File: config.mk
export PLATFORM = sky130hd
export DESIGN_NAME = mmio_mailbox
export DESIGN_NICKNAME = d
export VERILOG_FILES = /design/src/rtl/mmio_mailbox.sv
export SDC_FILE = /design/constraint.sdc
export NUM_CORES = 1
export LEC_CHECK = 0
export ABC_CLOCK_PERIOD_IN_PS = 6400
export CORE_ASPECT_RATIO = 1.75
export CORE_MARGIN = 2
export CORE_UTILIZATION = 58
export DETAILED_ROUTE_END_ITERATION = 7
export PLACE_DENSITY = 0.83
export SYNTH_ARGS = -nofsm -noshare
export SYNTH_HDL_FRONTEND = slang
export SYNTH_SLANG_ARGS = --single-unit
File: constraint.sdc
create_clock -name clk -period 6.4 [get_ports clk]
set_clock_uncertainty 0.2 [all_clocks]
set_input_delay 1.6 -clock clk [delete_from_list [all_inputs] [get_ports clk]]
set_output_delay 1.6 -clock clk [all_outputs]
set_load 0.01 [all_outputs]
File: src/rtl/mmio_mailbox.sv
// mmio_mailbox: memory-mapped TX/RX word FIFOs with valid/ready links to external agents.
// Optional interrupt output and CTRL enable bits are built when MAILBOX_IRQ_EN is defined.
`default_nettype none

module mmio_mailbox #(
  parameter logic [31:0] BASE_ADDR = 32'h0000_1000,
  parameter int          DEPTH     = 8,
  parameter int          DATA_W    = 32
) (
  input  logic              clk,
  input  logic              reset,
  input  logic              WE,
  input  logic [31:0]       A,
  input  logic [31:0]       WD,
  output logic [31:0]       RD,
  output logic              sel,
  output logic              tx_valid,
  input  logic              tx_ready,
  output logic [DATA_W-1:0] tx_data,
  input  logic              rx_valid,
  output logic              rx_ready,
  input  logic [DATA_W-1:0] rx_data
`ifdef MAILBOX_IRQ_EN
  ,
  output logic              irq
`endif
);

  localparam int            AW       = $clog2(DEPTH);
  localparam int            CW       = AW + 1;
  localparam logic [CW-1:0] FULL_CNT = CW'(DEPTH);

  logic [DATA_W-1:0] tx_mem [DEPTH];
  logic [DATA_W-1:0] rx_mem [DEPTH];
  logic [AW-1:0]     tx_wp, tx_rp, rx_wp, rx_rp;
  logic [CW-1:0]     tx_cnt, rx_cnt, tx_cnt_nx, rx_cnt_nx;
  logic              tx_ovf, rx_unf, tx_en, ie_rx, ie_tx;

  logic [1:0] off;
  logic       wr, wr_tx, wr_rx, wr_stat, wr_ctrl, flush;
  logic       tx_full, tx_empty, rx_full, rx_empty;
  logic       tx_push, tx_pop, rx_push, rx_pop;
  logic       unused_addr;

  assign sel      = (A[31:4] == BASE_ADDR[31:4]);
  assign off      = A[3:2];
  assign wr       = sel && WE;
  assign wr_tx    = wr && (off == 2'd0);
  assign wr_rx    = wr && (off == 2'd1);
  assign wr_stat  = wr && (off == 2'd2);
  assign wr_ctrl  = wr && (off == 2'd3);
  assign flush    = wr_ctrl && WD[1];
  assign unused_addr = ^A[1:0];

  assign tx_full  = (tx_cnt == FULL_CNT);
  assign tx_empty = (tx_cnt == '0);
  assign rx_full  = (rx_cnt == FULL_CNT);
  assign rx_empty = (rx_cnt == '0);

  assign tx_valid = !tx_empty && tx_en;
  assign tx_data  = tx_mem[tx_rp];
  assign rx_ready = !rx_full;

  assign tx_push  = wr_tx && !tx_full;
  assign tx_pop   = tx_valid && tx_ready;
  assign rx_push  = rx_valid && !rx_full;
  assign rx_pop   = wr_rx && !rx_empty;

  always_comb begin
    tx_cnt_nx = tx_cnt;
    rx_cnt_nx = rx_cnt;
    if (flush) begin
      tx_cnt_nx = '0;
      rx_cnt_nx = '0;
    end else begin
      if (tx_push && !tx_pop)      tx_cnt_nx = tx_cnt + CW'(1);
      else if (tx_pop && !tx_push) tx_cnt_nx = tx_cnt - CW'(1);
      if (rx_push && !rx_pop)      rx_cnt_nx = rx_cnt + CW'(1);
      else if (rx_pop && !rx_push) rx_cnt_nx = rx_cnt - CW'(1);
    end
  end

  always_ff @(posedge clk or negedge reset) begin
    if (!reset) begin
      tx_wp  <= '0;
      tx_rp  <= '0;
      rx_wp  <= '0;
      rx_rp  <= '0;
      tx_cnt <= '0;
      rx_cnt <= '0;
      tx_ovf <= 1'b0;
      rx_unf <= 1'b0;
      tx_en  <= 1'b1;
    end else begin
      tx_cnt <= tx_cnt_nx;
      rx_cnt <= rx_cnt_nx;
      if (flush) begin
        tx_wp <= '0;
        tx_rp <= '0;
        rx_wp <= '0;
        rx_rp <= '0;
      end else begin
        if (tx_push) tx_wp <= tx_wp + AW'(1);
        if (tx_pop)  tx_rp <= tx_rp + AW'(1);
        if (rx_push) rx_wp <= rx_wp + AW'(1);
        if (rx_pop)  rx_rp <= rx_rp + AW'(1);
      end
      // A new set event outranks a same-edge write-1-to-clear.
      if (wr_tx && tx_full)       tx_ovf <= 1'b1;
      else if (wr_stat && WD[4])  tx_ovf <= 1'b0;
      if (wr_rx && rx_empty)      rx_unf <= 1'b1;
      else if (wr_stat && WD[5])  rx_unf <= 1'b0;
      if (wr_ctrl)                tx_en  <= WD[0];
    end
  end

  always_ff @(posedge clk) begin
    if (tx_push && !flush) tx_mem[tx_wp] <= DATA_W'(WD);
    if (rx_push && !flush) rx_mem[rx_wp] <= rx_data;
  end

`ifdef MAILBOX_IRQ_EN
  logic ie_rx_nx, ie_tx_nx;
  assign ie_rx_nx = wr_ctrl ? WD[2] : ie_rx;
  assign ie_tx_nx = wr_ctrl ? WD[3] : ie_tx;

  // irq reflects the state that will exist after this edge.
  always_ff @(posedge clk or negedge reset) begin
    if (!reset) begin
      ie_rx <= 1'b0;
      ie_tx <= 1'b0;
      irq   <= 1'b0;
    end else begin
      ie_rx <= ie_rx_nx;
      ie_tx <= ie_tx_nx;
      irq   <= (ie_rx_nx && (rx_cnt_nx != '0)) || (ie_tx_nx && (tx_cnt_nx == '0));
    end
  end
`else
  assign ie_rx = 1'b0;
  assign ie_tx = 1'b0;
`endif

  always_comb begin
    RD = '0;
    if (sel) begin
      case (off)
        2'd1: if (!rx_empty) RD = 32'(rx_mem[rx_rp]);
        2'd2: RD = {8'd0, 8'(rx_cnt), 8'(tx_cnt), 2'd0, rx_unf, tx_ovf,
                    rx_empty, rx_full, tx_empty, tx_full};
        2'd3: RD = {28'd0, ie_tx, ie_rx, 1'b0, tx_en};
        default: RD = '0;
      endcase
    end
  end

endmodule

`default_nettype wire

==> run metrics, run 1 <==
outcome finished clean; Nets 1286; synthesized net count 1090; detailed router's first-iteration violation count 924; die width 148 microns; overall die height 256 microns; Leak 7.65 nW; worst-case headroom to the max-slew limit 22.6%; port bufs 165; P_sw 1.60 mW; Hold Buf Count CTS 0; worst voltage drop across the vdd grid 0.337 mV; most common cell in the netlist edfxtp_1; Avg Synthesized Cell Area 21.5 sq um; Seq pwr share 58.1%; detailed-router iteration count before antenna repair 5; number of warnings printed during yosys synthesis 0; count of clock tree sinks 535; Post-CTS Setup Repair Bufs 0; total number of vias 10400; Power Density 293 nW/um^2; Power Internal 5.63 mW; slew of the pin with the lowest slew margin 1.16 ns; Post-DP Area 23400 sq um; Die Footprint 37800 sq um; TNS Setup 0 ns; arrival time reported for the critical path endpoint 4.33 ns; buffer type at the clock tree root clkbuf_16; startpoint type of the worst setup path primary input; clock period minus final worst setup slack 6.13 ns; TritonCTS buffer count 43; final setup vio count 0; number of antenna violations at the first check in global routing 1; cell count after synthesis 979; post-route fraction of the period consumed by the critical path 95.8%; TritonCTS clock tree done; total area of multi-input combinational cells 4950 sq um; number of placed instances, taps included 1600; net switching fraction of the power 22.2%; worst skew pair latency 0.56 ns; number of top-level pins 168; Std-Cell Core Area 35900 sq um; half-perimeter wire length after detailed placement 26300 microns; combined global-route utilization of all metal layers 24.2%; via count of the first global-routing pass 11200; cell accounting for the most synthesized area edfxtp_1; Final Wtd Congestion 0.747; RSZ-0062 raised after global routing no; routed wire length per instance 27.0 microns; Synth Register Bits 535; type of element capturing the critical path output port; sequential element share of the synthesized area 75.9%; fraction of synthesized cell area taken by the top area cell type 73.2%; number of enable flip-flop cells after synthesis 512; Filler cells 2153; number of max-slew violations in the final report 0; library cells used by synthesis 43; Mapped Area 21000 sq um; aggregate routed wire length 45200 microns; Layout Cells excl Fill 1676; maximum root-to-sink buffer count 3; Max-cap violations 0; post-synthesis async set-or-reset flop share 4.30%; global-route wire length before repair 67700 microns; type of the worst setup path in -> out; Final ANT Viol Nets 0; Core Util, Final 68.8%; layout overhead on the synthesized area 17.7%; standard-cell row count 92; cell types with the highest counts after synthesis edfxtp_1, mux4_2, nor2_1; Via density 6.19; hold_ws 0.394 ns; clock share of power 33.9%; top cells by area, synth edfxtp_1, mux4_2, dfrtp_1; Gate power share 7.9%; largest net degree at the start of global routing 46; post-cts gate resize count 0; register area 16000 sq um; required arrival time at the worst endpoint 4.60 ns; finished layout cell area 24700 sq um; number of remaining DRC errors 0; clock-pin transition on the worst setup and hold timing paths 0.07 ns; maximum level of the CTS H-tree 2; Fin. Hold Viols 0; type of the tightest min-delay check reg -> reg; effective utilization at floorplan 58.5%; maximum net fanout on the critical path 10; ratio of cells with drive above 1 in the final layout 24.7%; highest attainable clock frequency 163 MHz; top_reg_cell synth edfxtp_1; total overflow reported by the global router 0
[metrics by stage]
stage / worst slack, ns / total power, mW
global route: 0.0950 / 7.45
floorplan: 0.678 / 4.54
global placement: 0.355 / 4.80
detailed placement: 0.214 / 4.84
CTS: 0.190 / 7.27
finish: 0.266 / 7.23
[layout make-up]
class / count / share of cell area (%)
Inverter: 7 / 0.106
Sequential cell: 535 / 64.6
Multi-Input combinational cell: 387 / 20.0
Clock inverter: 24 / 0.592
Tap cell: 470 / 2.38
Timing Repair Buffer: 201 / 7.77
Antenna cell: 1 / 0.0101
Clock buffer: 51 / 4.56
[critical path, stage by stage]
cell             delay (ns)
clkdlybuf4s50_1        0.42
nor4_2                 0.50
nand4_2                0.26
nor2_1                 0.26
o21ai_1                0.28
buf_4                  0.29
nor2_1                 0.16
clkdlybuf4s50_1        0.57
[routing by layer]
layer  track usage, %  wire length (microns)
met5                0                     13
met4             7.80                   1330
met3             4.08                   3150
met2             43.9                  24600
met1             29.7                  16100
[layout by cell type (no fill, tap or decap), drive strengths merged, types with 2 or more instances in the layout]
master	synthesis	layout
buf	26	36
o32a	2	2
edfxtp	512	512
o21ai	5	5
nand2	22	22
mux4	128	128
dfrtp	22	22
nor2	59	59
clkdlybuf4s50	0	165
ha	8	8
nor4	8	8
nor4b	4	4
or3	4	4
a21oi	9	9
nand2b	2	2
a211oi	4	4
or4	2	2
inv	7	8
nor3b	2	2
nand3	10	10
clkbuf	24	51
xor2	7	7
and3	3	3
xnor2	8	8
nand4	3	3
nor3	8	8
fa	2	2
mux2	46	46
mux2i	22	22
and2	3	3
clkinv	0	22
a22oi	12	12
[final timing paths]
| check | end | cells after the start | from | slack [ns] |
|---|---|---|---|---|
| max | RD[0] | 8 | A[14] | 0.27 |
| min | tx_ovf | 2 | tx_ovf | 0.39 |
| max reg2reg | rx_mem[3][7] | 5 | rx_cnt[0] | 3.13 |
| min reg2reg | tx_ovf | 2 | tx_ovf | 0.39 |
| max in group asynchronous | rx_rp[0] | 1 | reset | 3.79 |
| min in group asynchronous | tx_rp[0] | 1 | reset | 1.42 |
[power by group through the flow]
stage	Combinational, mW	Sequential [mW]	Clock (mW)
after floorplan	0.293	4.25	0
final	0.575	4.20	2.45
after global routing	0.623	4.22	2.61
after global placement	0.554	4.25	0
after CTS	0.580	4.20	2.49
after detailed placement	0.572	4.27	0
[kinds of logic after synthesis]
logic type | share of synthesized area, %
DFF | 75.9
muxes | 17.2
and+or+nand+nor | 3.18
buffers and inverters | 1.15
AOI/OAI and AO/OA | 1.14
xor gates and xnor gates | 0.715
adders and majority gates | 0.667
[state kept, by name, indices dropped and copies added, names as in the netlist]
register  flops
rx_cnt        4
rx_mem      256
rx_rp         3
rx_unf        1
rx_wp         3
tx_cnt        4
tx_en         1
tx_mem      256
tx_ovf        1
tx_rp         3
tx_wp         3
No activity file was read; power rests on OpenSTA's default activity.
==> inputs of run 2 (changes only) <==
Settings changed: CORE_UTILIZATION 58 to 60, CTS_BUF_LIST set to sky130_fd_sc_hd__clkbuf_2 sky130_fd_sc_hd__clkbuf_4 sky130_fd_sc_hd__clkbuf_8, CTS_CLUSTER_DIAMETER set to 60, PLACE_DENSITY 0.83 to 0.85, SKIP_CTS_REPAIR_TIMING set to 1.
==> run 2 against run 1 <==
Cell count is 2.1% higher. Combinational power fell by 2%. Flip-flop and latch count is the same. Worst setup slack improved by 0.18 ns. Non-clock buffer count decreased by 5. Clock power rose by 5%. Design area is 0.68% higher. Register-to-register slack improved by 0.09 ns. Sequential power barely moved. Global-route usage up 0.21 points. Maximum frequency up 3.0%. First-iteration DRC count down 7.7%. Critical path type unchanged. Largest cell class unchanged. Highest routed layer is now met4.
==> run metrics, run 2 (synthesis results as in run 1) <==
highest attainable clock frequency 168 MHz (was 163 MHz); total number of vias 10500 (was 10400); half-perimeter wire length after detailed placement 25500 microns (was 26300 microns); post-route fraction of the period consumed by the critical path 93.1% (was 95.8%); type of element capturing the critical path output port (unchanged); worst skew pair latency 0.62 ns (was 0.56 ns); number of placed instances, taps included 1585 (was 1600); die width 145 microns (was 148 microns); effective utilization at floorplan 61.0% (was 58.5%); total power draw 7.34 mW (was 7.23 mW); highest-count cells in the layout ignoring fill and taps edfxtp_1, clkdlybuf4s50_1, mux4_2 (unchanged); worst-case headroom to the max-slew limit 25.3% (was 22.6%); largest stage delay on the critical path 0.61 ns (was 0.57 ns); Final Wtd Congestion 0.783 (was 0.747); Leak 7.75 nW (was 7.65 nW); standard-cell row count 90 (was 92); final setup vio count 0 (unchanged); clock period minus final worst setup slack 5.96 ns (was 6.13 ns); Core Util, Final 72.2% (was 68.8%); aggregate routed wire length 43500 microns (was 45200 microns); count of clock tree sinks 535 (unchanged); register area 16000 sq um (unchanged); maximum root-to-sink buffer count 3 (unchanged); type of the tightest min-delay check reg -> reg (unchanged); Fin. Hold Viols 0 (unchanged); clock-pin transition on the worst setup and hold timing paths 0.07 ns (about the same); top flop regs rx_mem: 256 flops, tx_mem: 256 flops (unchanged); hold_ws 0.361 ns (was 0.394 ns); Buf+Inv Stages, Crit Path 4 (was 3); Std-Cell Core Area 34500 sq um (was 35900 sq um); CP Cell Sequence clkdlybuf4s50_1 > nor4_2 > buf_4 > nand4_2 > nor2_1 > o21ai_1 > buf_4 > nor2_1 > clkdlybuf4s50_1 (was clkdlybuf4s50_1 > nor4_2 > nand4_2 > nor2_1 > o21ai_1 > buf_4 > nor2_1 > clkdlybuf4s50_1); arrival time reported for the critical path endpoint 4.16 ns (was 4.33 ns); largest net degree at the start of global routing 46 (unchanged); maximum level of the CTS H-tree 3 (was 2); outcome finished clean (unchanged); startpoint type of the worst setup path primary input (unchanged); required arrival time at the worst endpoint 4.60 ns (about the same); Max-cap violations 0 (unchanged); TritonCTS buffer count 72 (was 43); port bufs 165 (unchanged); routed wire length per instance 25.4 microns (was 27.0 microns); detailed-router iteration count before antenna repair 6 (was 5); Slowest cell on crit path clkdlybuf4s50_1 (unchanged); Power Density 295 nW/um^2 (was 293 nW/um^2); number of top-level pins 168 (unchanged); Final ANT Viol Nets 0 (unchanged); global-route wire length before repair 66400 microns (was 67700 microns); combined global-route utilization of all metal layers 24.4% (was 24.2%); overall die height 252 microns (was 256 microns); number of remaining DRC errors 0 (unchanged); type of the worst setup path in -> out (unchanged); worst voltage drop across the vdd grid 0.332 mV (was 0.337 mV); Filler cells 1966 (was 2153); slew of the pin with the lowest slew margin 1.12 ns (was 1.16 ns); number of max-slew violations in the final report 0 (unchanged); largest delay contributor family on the critical path buffers and inverters (unchanged); Die Footprint 36600 sq um (was 37800 sq um); maximum net fanout on the critical path 10 (unchanged); via count of the first global-routing pass 11200 (about the same); Layout Cells excl Fill 1712 (was 1676); RSZ-0062 raised after global routing no (unchanged); TNS Setup 0 ns (unchanged); TritonCTS clock tree done (unchanged); number of antenna violations at the first check in global routing 1 (unchanged); detailed router's first-iteration violation count 853 (was 924); ratio of cells with drive above 1 in the final layout 27.9% (was 24.7%); buffer type at the clock tree root clkbuf_8 (was clkbuf_16); most common library cell in the layout ignoring fill and taps edfxtp_1 (unchanged); Nets 1310 (was 1286); total area of multi-input combinational cells 4950 sq um (unchanged); total overflow reported by the global router 0 (unchanged); Via density 6.13 (was 6.19); layout overhead on the synthesized area 18.5% (was 17.7%)
run 2: cell count changes in the layout (fill, tap and decap cells not counted), moves of 4 or more:
cell / change
buf_12: +5
buf_4: -10
bufinv_16: +4
clkbuf_1: -7
clkbuf_16: -44
clkbuf_4: +14
clkbuf_8: +73
clkinv_2: +5
clkinvlp_4: +5
run 2: worst register-to-register path: stages (launching register included):
cell and delay [ns]:
dfrtp_1 0.46, or4_1 0.64, nand3_1 0.17, or3_1 0.36
nand2_1 0.17, ha_1 0.31, a21o_1 0.17, a21oi_1 0.19
nor2_1 0.08, xor2_1 0.15, nand2_1 0.06, o21ai_0 0.07
run 2: area by class of cell:
cell class              count  area share [%]
clock buffers              87            4.46
flip-flops and latches    535            64.1
inverters                   7           0.106
clock inverters            39            1.29
multi-input cells         387            19.9
diodes                      1          0.0101
repair buffers            196            7.82
well taps                 460            2.31
run 2: worst paths after layout:
kind,from,end,slack (ns),cells after the start
max,A[11],RD[0],0.44,9
min,tx_rp[2],tx_rp[2],0.36,2
max reg2reg,rx_cnt[1],rx_cnt[3],3.22,11
min reg2reg,tx_rp[2],tx_rp[2],0.36,2
max in group asynchronous,reset,rx_rp[0],3.83,1
min in group asynchronous,reset,tx_cnt[2],1.37,1
run 2: metrics by stage:
stage | worst slack [ns] | cell area (sq um)
after floorplan | 0.678 | 21000
after global placement | 0.606 | 23500
after detailed placement | 0.521 | 23500
after CTS | 0.391 | 24900
after global routing | 0.319 | 24900
final | 0.443 | 24900
run 2: where the power goes:
group | switching, mW | total, mW | internal, mW
Sequential | 0.0964 | 4.21 | 4.11
Combinational | 0.348 | 0.562 | 0.215
Clock | 1.21 | 2.57 | 1.36
Total | 1.66 | 7.34 | 5.68
run 2: routing by layer:
| layer | track usage, % | routed length (microns) | share of wire (%) | up-vias |
|---|---|---|---|---|
| met5 | 0 | 0 | 0 | - |
| met4 | 10.8 | 1460 | 3.4 | 0 |
| met3 | 4.29 | 2840 | 6.5 | 85 |
| met2 | 42.4 | 23100 | 53 | 493 |
| met1 | 30.5 | 16000 | 37 | 5425 |
| li1 | - | - | - | 4490 |
==> inputs of run 3 (changes only) <==
Settings changed: CORE_UTILIZATION 60 to 30, PLACE_DENSITY 0.85 to 0.5.
==> run 3 against run 2 <==
Via count down 2.9%. Utilization down 35 points. Cell count up 28%. Clock power up 14%. Critical path type unchanged. Largest cell class unchanged. Largest power group unchanged. Highest routed layer is now met5.
==> run metrics, run 3 (synthesis results as in run 1) <==
Filler cells 6494 (was 1966); CP Cell Sequence clkdlybuf4s50_1 > nor4_2 > nand4_2 > nor2_1 > buf_4 > o21ai_1 > buf_4 > nor2_1 > clkdlybuf4s50_1 (was clkdlybuf4s50_1 > nor4_2 > buf_4 > nand4_2 > nor2_1 > o21ai_1 > buf_4 > nor2_1 > clkdlybuf4s50_1); standard-cell row count 128 (was 90); Fin. Hold Viols 0 (unchanged); TritonCTS buffer count 81 (was 72); worst-case headroom to the max-slew limit 42.8% (was 25.3%); post-route fraction of the period consumed by the critical path 92.1% (was 93.1%); Std-Cell Core Area 69500 sq um (was 34500 sq um); slew of the pin with the lowest slew margin 0.859 ns (was 1.12 ns); RSZ-0062 raised after global routing no (unchanged); startpoint type of the worst setup path primary input (unchanged); finished layout cell area 25700 sq um (was 24900 sq um); type of the worst setup path in -> out (unchanged); clock period minus final worst setup slack 5.89 ns (was 5.96 ns); Power Density 299 nW/um^2 (was 295 nW/um^2); total power draw 7.68 mW (was 7.34 mW); port bufs 165 (unchanged); aggregate routed wire length 47900 microns (was 43500 microns); combined global-route utilization of all metal layers 13.4% (was 24.4%); Die Footprint 72300 sq um (was 36600 sq um); met2 wire len 24700 microns (was 23100 microns); highest attainable clock frequency 170 MHz (was 168 MHz); maximum root-to-sink buffer count 3 (unchanged); total overflow reported by the global router 0 (unchanged); M1 wire length 19100 microns (was 16000 microns); count of clock tree sinks 535 (unchanged); register area 16000 sq um (about the same); largest net degree at the start of global routing 67 (was 46); clock-pin transition on the worst setup and hold timing paths 0.07 ns (about the same); Nets 1321 (was 1310); final setup vio count 0 (unchanged); routed wire length per instance 21.9 microns (was 25.4 microns); highest-count cells in the layout ignoring fill and taps edfxtp_1, clkdlybuf4s50_1, mux4_2 (unchanged); worst-case setup margin in the final layout 0.507 ns (was 0.443 ns); type of element capturing the critical path output port (unchanged); worst slack at placement 0.464 ns (was 0.521 ns); Final Wtd Congestion 0.719 (was 0.783); worst voltage drop across the vdd grid 0.239 mV (was 0.332 mV); detailed-router iteration count before antenna repair 4 (was 6); overall die height 354 microns (was 252 microns); required arrival time at the worst endpoint 4.60 ns (about the same); largest stage delay on the critical path 0.55 ns (was 0.61 ns); worst skew pair latency 0.68 ns (was 0.62 ns); Final ANT Viol Nets 0 (unchanged); global-route wire length before repair 71400 microns (was 66400 microns); TritonCTS clock tree done (unchanged); most common library cell in the layout ignoring fill and taps edfxtp_1 (unchanged); uppermost metal layer occupied by signal nets met5 (was met4); Leak 7.90 nW (was 7.75 nW); effective utilization at floorplan 30.2% (was 61.0%); buffer type at the clock tree root clkbuf_8 (unchanged); number of antenna violations at the first check in global routing 5 (was 1); number of top-level pins 168 (unchanged); layout overhead on the synthesized area 22.3% (was 18.5%); maximum net fanout on the critical path 10 (unchanged); type of the tightest min-delay check reg -> reg (unchanged); total length of routed met3 wires 2910 microns (was 2840 microns); Post-DP Area 24000 sq um (was 23500 sq um); ratio of cells with drive above 1 in the final layout 29.0% (was 27.9%); detailed router's first-iteration violation count 540 (was 853); Slowest cell on crit path clkdlybuf4s50_1 (unchanged); total area of multi-input combinational cells 4950 sq um (unchanged); TNS Setup 0 ns (unchanged); via count of the first global-routing pass 11400 (was 11200); total number of vias 10200 (was 10500); outcome finished clean (unchanged); top flop regs rx_mem: 256 flops, tx_mem: 256 flops (unchanged); number of remaining DRC errors 0 (unchanged); maximum level of the CTS H-tree 3 (unchanged); number of max-slew violations in the final report 0 (unchanged); Max-cap violations 0 (unchanged); arrival time reported for the critical path endpoint 4.09 ns (was 4.16 ns); Via density 4.66 (was 6.13); half-perimeter wire length after detailed placement 27300 microns (was 25500 microns); die width 204 microns (was 145 microns)
run 3: cell types whose count changed in the layout (fill, tap and decap cells not counted), sizes merged:
cell,delta
inv,+3
bufinv,+1
clkbuf,+22
clkinvlp,-5
buf,+2
diode,+4
run 3: metrics by stage:
| step | util, % | hold WS (ns) | instances |
|---|---|---|---|
| floorplan | - | 0.300 | 979 |
| global placement | 34.5 | 0.344 | 2037 |
| detailed placement | 34.5 | 0.346 | 2037 |
| CTS | 36.9 | 0.362 | 2184 |
| global route | 37.0 | 0.402 | 2186 |
| finish | 37.0 | 0.358 | 2189 |
run 3: worst paths after layout:
path	startpoint	end	slack (ns)	depth (start not counted)
setup / recovery	A[5]	RD[2]	0.51	9
hold / removal	tx_ovf	tx_ovf	0.36	2
setup reg to reg	rx_cnt[1]	rx_cnt[3]	3.18	11
hold reg to reg	tx_ovf	tx_ovf	0.36	2
max in group asynchronous	reset	tx_rp[0]	4.62	2
min in group asynchronous	reset	rx_unf	1.08	2
run 3: report_power, final:
part | switching (mW) | total (mW) | internal (mW)
combinational | 0.357 | 0.571 | 0.214
clock | 1.31 | 2.92 | 1.60
sequential | 0.0809 | 4.19 | 4.11
run 3: critical path, delay by kind of cell:
kind | cells | cell delay [ns]
buffers and inverters | 4 | 1.42
and+or+nand+nor | 4 | 0.85
AOI/OAI and AO/OA | 1 | 0.21
run 3: routing by layer:
metal / global-route usage (%) / vias to the layer above
li1: - / 4522
met2: 23.7 / 276
met3: 3.80 / 69
met5: 0 / -
met4: 4.54 / 2
met1: 15.5 / 5321
run 3: layout make-up:
type                    instances  area share, %
multi-input cells             387           19.3
repair buffers                198           7.54
diodes                          5         0.0487
well taps                     910           4.43
clock buffers                 109           5.18
flip-flops and latches        535           62.1
inverters                       7          0.102
clock inverters                38           1.31
